**src/rtl/gin_id_config_ctrl.sv**
```systemverilog
// Sequencer that writes one ID word into each multicast controller on a GIN bus.
// Takes words in index order and drives the shared ID bus plus a one-hot load strobe.
module gin_id_config_ctrl #(
    parameter int ID_SIZE  = 8,
    parameter int NUM_CTRL = 14
) (
    input  logic                clk,
    input  logic                rst,
    input  logic                start,
    input  logic                cfg_valid,
    input  logic [ID_SIZE-1:0]  cfg_id,
    output logic                cfg_ready,
    output logic [NUM_CTRL-1:0] set_id,
    output logic [ID_SIZE-1:0]  id_out,
    output logic                busy,
    output logic                done
);

    localparam int IDX_W = (NUM_CTRL > 1) ? $clog2(NUM_CTRL) : 1;

    typedef enum logic [1:0] {
        IDLE = 2'd0,
        LOAD = 2'd1,
        DONE = 2'd2
    } state_t;

    state_t                state, state_nxt;
    logic [IDX_W-1:0]      idx, idx_nxt;
    logic [NUM_CTRL-1:0]   set_id_nxt;
    logic [ID_SIZE-1:0]    id_nxt;
    logic                  handshake;
    logic                  last_word;

    // Status outputs are pure decodes of the state, so they track it with no extra lag.
    assign cfg_ready = (state == LOAD);
    assign busy      = (state == LOAD);
    assign done      = (state == DONE);

    assign handshake = cfg_valid & cfg_ready;
    assign last_word = (idx == IDX_W'(NUM_CTRL - 1));

    always_comb begin
        // NOTE: every output of this block gets a default first so no latch is inferred.
        state_nxt  = state;
        idx_nxt    = idx;
        set_id_nxt = '0;
        id_nxt     = id_out;
        case (state)
            IDLE, DONE: begin
                if (start) begin
                    state_nxt = LOAD;
                    idx_nxt   = '0;
                end
            end
            LOAD: begin
                if (handshake) begin
                    id_nxt     = cfg_id;
                    set_id_nxt = NUM_CTRL'(1) << idx;
                    if (last_word) begin
                        state_nxt = DONE;
                        idx_nxt   = '0;
                    end else begin
                        idx_nxt = idx + IDX_W'(1);
                    end
                end
            end
            default: begin
                state_nxt = IDLE;
                idx_nxt   = '0;
            end
        endcase
    end

    // NOTE: state registers use non-blocking assignments so all flops update together.
    always_ff @(posedge clk) begin
        if (rst) begin
            state  <= IDLE;
            idx    <= '0;
            set_id <= '0;
            id_out <= '0;
        end else begin
            state  <= state_nxt;
            idx    <= idx_nxt;
            set_id <= set_id_nxt;
            id_out <= id_nxt;
        end
    end

endmodule

```
**config.mk**
```make
export PLATFORM = sky130hd
export DESIGN_NAME = gin_id_config_ctrl
export DESIGN_NICKNAME = d
export VERILOG_FILES = /design/src/rtl/gin_id_config_ctrl.sv
export SDC_FILE = /design/constraint.sdc
export NUM_CORES = 1
export LEC_CHECK = 0
export CAP_MARGIN = 20
export CORE_MARGIN = 8
export CORE_UTILIZATION = 43
export DETAILED_ROUTE_END_ITERATION = 10
export PLACE_DENSITY = 0.84
export SYNTH_ARGS = -nofsm -noshare
export SYNTH_HDL_FRONTEND = slang
export SYNTH_SLANG_ARGS = --single-unit
```
**constraint.sdc**
```tcl
create_clock -name clk -period 1.6 [get_ports clk]
set_clock_uncertainty 0.15 [all_clocks]
set_input_delay 0.24 -clock clk [delete_from_list [all_inputs] [get_ports clk]]
set_output_delay 0.24 -clock clk [all_outputs]
set_load 0.01 [all_outputs]
```
-- Yosys cells after proc, flatten, opt, wreduce, memory -nomap -nowiden
Index checks and enable logic that the tools add are counted.
- output and inout port bits: 25
- bits in registers: 28
- eq/ne operators: 6
- shift operators: 1
- reduce and logical (&&, ||, !) cells: 6
- add/sub/neg operators: 1
- bitwise gates (word level): 3
- mux-type cells: 8
- operators by type and width (kind ; count):
    1-bit by 4-bit << shifter with 14-bit output (first input constant) ; 1
    4-bit two-way mux ; 3
    4-bit case mux with 2 select lines ; 1
    2-bit two-way mux ; 3
    4-bit by 1-bit adder with 4-bit output (second input constant) ; 1
    4-bit == test (second input constant) ; 1
    2-bit by 1-bit != test with 1-bit output (second input constant) ; 2
    2-bit case mux with 2 select lines ; 1
    2-bit AND reduction ; 2
    3-bit AND reduction ; 1
    3-bit OR reduction ; 1
    2-bit by 1-bit == test with 1-bit output (second input constant) ; 1
    2-bit == test (second input constant) ; 1
    2-bit logical NOT ; 1
    2-bit != test (second input constant) ; 1
    1-bit inverter ; 2
    2-bit OR reduction ; 1
    1-bit bitwise AND ; 1

-- Depth between registers and ports, before layout
- depth after elaboration: 4
- mapped depth: 6
- mapped depth without buffers: 5

-- Worst setup path after synthesis
No wires, ideal clock.
- kind: register to register
- start: reg idx[1]
- end: reg idx[2]
- path buffers: 1
- arrival: 1168 ps
- required time: 1363 ps
- stages on the path, launching flop included: 7
- path slack: 195 ps
- clock period less this slack: 1405 ps
- path through: dfxtp_1 buf_2 and2_1 ha_1 nor2_1 nand3_1 o31ai_1
- longest elaborated chain between the ends: 4
- RTL lines (element ; RTL line ; RTL):
    from (decl) ; 28 ; logic [IDX_W-1:0] idx, idx_nxt;
    from (signal assigned) ; 83 ; idx <= idx_nxt;
    4-bit by 1-bit adder with 4-bit output or 4-bit == test (tied branches) ; 63, 40 ;
    4-bit two-way mux (*) ; 59 ; if (last_word) begin
    4-bit two-way mux (*) ; 56 ; if (handshake) begin
    4-bit case mux with 2 select lines (*) ; 48 ; case (state)
Mark *: on every way between the ends. The rest lies on a longest branch, timed or not. The select of a mux whose other input is x is not followed.
A chain may end at the register's enable or synchronous reset.

-- Final worst setup path
- start: reg state[0]
- end: out cfg_ready
- longest elaborated chain between the ends: 1
- RTL lines (element ; RTL line ; RTL):
    from (decl) ; 27 ; state_t state, state_nxt;
    from (signal assigned) ; 82 ; state <= state_nxt;
    2-bit by 1-bit == test with 1-bit output ; 35 ; assign cfg_ready = (state == LOAD);
    to (decl) ; 12 ; output logic cfg_ready,
No other way between the ends.

==> summary by stage <==
Status
The run finished with clean final reports.

Timing
The max-slew headroom at the worst pin is between 70% and 80%. In the final timing run, aggregate negative setup slack is 0 ns. Static timing analysis puts the maximum clock frequency at around 650 MHz. Across all hold checks on the routed design, the worst slack comes to just under 0.3 ns. The count of endpoints failing setup in the final report is 0. The transition at the pin with the smallest max-transition slack is ~0.37 ns.

Setup repair after global routing could not meet its margin everywhere. The share of the clock period used by the worst path after layout is 96.3%. The final-report hold violation count was 0. Subtracting the final worst setup slack from the clock period gives 1.54 ns.

The number of pins exceeding their max-slew limit in the final report is 0.

GRT
Entering global routing, the biggest net connects 17 pins. The initial antenna violation count was 0. For this run the aggregate overflow at the end of global routing stands at 0.

The first-pass GRT wire length is 4220 µm. Across every metal layer, demand over resource in global routing totals between 10% and 20%. The via count of the first global-routing pass is just over 1000.

Route
The routed layout has around 980 vias. Dividing the detail-routed via count by the number of cells gives 5.14. The final layout contains routed wiring with a total length of about 2500 µm. The remaining routing DRC violations is 0.

Before antenna repair, the detailed router went through 4 iterations. The mean routed wirelength per cell is 13.1 µm. The violation count after the first detailed-route iteration is 21. The remaining antenna violation count is 0.

Worst setup path
The endpoint of the worst register-to-register path is idx[2]. The top fanout value on the critical path is 6. The required arrival time at the worst endpoint is 1.21 ns. The reg-to-reg critical path startpoint is idx[2]. The category of the critical setup timing path is reg2out.

For the worst flop-to-flop path, the logic depth is 5. The arrival time of the worst setup path is approximately 1.2 ns. The worst setup path is launched from a flop. The worst setup path is captured at an output port. In this run the register-to-register setup slack is roughly 0.14 ns.

Synthesis
The number of standard cells after synthesis is around 120. For this run, the number of Yosys warnings is 0. The number of nets handed over by synthesis was roughly 130. After synthesis, the share of flip-flops with an asynchronous set or reset is 0%. The number of flops mapped to enable cells by yosys is 0. After synthesis the cells add up to ~1100 µm². The post-synthesis sequential area ratio is 52.9%.

The synthesized area divided by synthesized cell count is just under 9 µm². The synthesis-stage register bit count is 28. The distinct cell type count of the synthesized netlist is 34. In the synthesized netlist the dominant register cell turns out to be dfxtp_1.

Finish
The antenna diode count is 0. The library cell used most frequently in the layout, excluding fill and tap cells, is dfxtp_1. The post-route netlist has 11.3% of its cells at a drive strength greater than 1. In the layout the commonest cells are dfxtp_1 (26), nand2_1 (20), dlymetal6s2s_1 (14), nor2_1 (12), clkdlybuf4s50_1 (11). The number of nets at the end of the flow is about 170.

The final instance count without filler cells is between 150 and 200. The number of filler cells placed in the layout is 208. The final design instance area without fill is 1550 µm². The area growth from synthesis to layout is 46.3%.

Power and ir drop
The leakage dissipation is a little under 0.9 nW. VDD sags by at most roughly 630 µV. The total power density per cell area is approximately 850 nW/µm².

Floorplanning
Measured along the y axis, the die boundary spans 65.6 µm. The initialized floorplan defines 18 standard-cell rows. Once the floorplan was initialized, standard cells occupied between 40% and 50% of the core.

The number of top-level pins is 37. The die outline width is around 66 µm. In this run the standard cell core region covers about 2400 µm².

The overall die area is between 4000 and 5000 µm².

Min path
Along the worst hold path, the cell count comes to 3. The critical hold path startpoint is cfg_id[6]. For hold timing, the worst endpoint is id_out[6]. The path class of the lowest-slack min-delay path is in2reg.

Place
Detailed placement ended at an HPWL of roughly 2000 µm. Once placement completed, the tool counted placed cells totaling 186. The post-placement cell area is between 1000 and 1500 µm². The number of buffers added on ports is 36. The weighted congestion at the end of routability-driven global placement is 0.845.

Clock network
The root cell of the clock tree is clkbuf_4. The insertion delay to the later sink of the worst-skew pair is 0.32 ns. Post-CTS timing repair inserted 0 buffers for setup. The CTS buffer count is 3. CTS built an H-tree with a depth of 1. The CTS sink count is 28. For this design, the CTS-stage hold fixing added 0 buffers. No sink is reached through more buffers than the 2 on the longest clock path.

The CTS tree is yes. Clock-pin slew was measured on the worst setup and hold paths at ~0.14 ns.

Flow run
The max-capacitance violation count is 0.
power breakdown:
| group | total [mW] | internal, mW | switching, mW |
|---|---|---|---|
| sequential | 0.720 | 0.711 | 0.00879 |
| clock | 0.454 | 0.253 | 0.201 |
| combinational | 0.136 | 0.0707 | 0.0650 |
repair_timing:
item,CTS,global route
gates cloned,0,0
setup endpoints to repair,11,17
pin swaps,0,0
resized for setup,13,15
hold endpoints to repair,0,0
sequential cells by signal, summed over array words and instances, names as in the netlist:
signal	cells
id_out	8
idx	4
set_id	14
state	2
how the worst max path moves through the flow:
stage,slack [ns],to,from,depth (start not counted)
final,0.06,cfg_ready,state[0],2
after global routing,-0.0009,busy,state[0],2
after CTS,0.0003,set_id[12],set_id[12],1
after detailed placement,-0.07,set_id[4],cfg_valid,4
after global placement,-0.03,idx[3],cfg_valid,4
after floorplan,0.20,idx[2],idx[1],6
stage by stage:
stage	setup WS [ns]	total power [mW]	utilization, %
finish	0.0594	1.31	64.3
global route	-0.000892	1.36	64.3
CTS	0.000314	1.32	62.8
detailed placement	-0.0708	0.880	61.1
global placement	-0.0295	0.876	61.1
floorplan	0.195	0.806	-
metal layers:
layer / share of wire [%] / GRT usage (%) / vias to the layer above / wire length (µm)
met1: 37 / 10.2 / 447 / 931
li1: - / - / 481 / -
met4: 1.1 / 4.63 / 0 / 27
met2: 49 / 22.2 / 43 / 1220
met5: 0 / 0 / - / 0
met3: 13 / 6.97 / 6 / 312
critical path, cell delays in order, from the launching register on:
cell and delay (ns):
dfxtp_2 0.38, nor2b_2 0.17, dlygate4sd2_1 0.28
cells in the mapped netlist (all sizes together) (3+ instances only):
cell	instances	area, µm²
dfxtp	28	561
nand2	20	75.1
nor2	12	45.0
a21oi	9	45.0
buf	7	52.5
nor3	5	25.0
inv	3	11.3
nand3	3	15.0
nor2b	3	21.3
o21ai	3	15.0
area by class of cell:
cell class                      instances  area, µm²  share of cell area [%]
Clock buffer                            3       22.5                    1.45
Clock inverter                          1       30.0                    1.94
Inverter                                3       11.3                   0.726
Multi-Input combinational cell         79        428                    27.6
Sequential cell                        28        563                    36.3
Tap cell                               30       37.5                    2.42
Timing Repair Buffer                   46        458                    29.5
cells by family after synthesis:
logic type,count (synthesis),synth area share (%)
and+or+nand+nor,61,29.9
AOI/OAI and AO/OA,17,9.33
adders and majority gates,1,1.18
DFF,28,52.9
buffers and inverters,12,6.73
No activity file was read; power rests on OpenSTA's default activity.
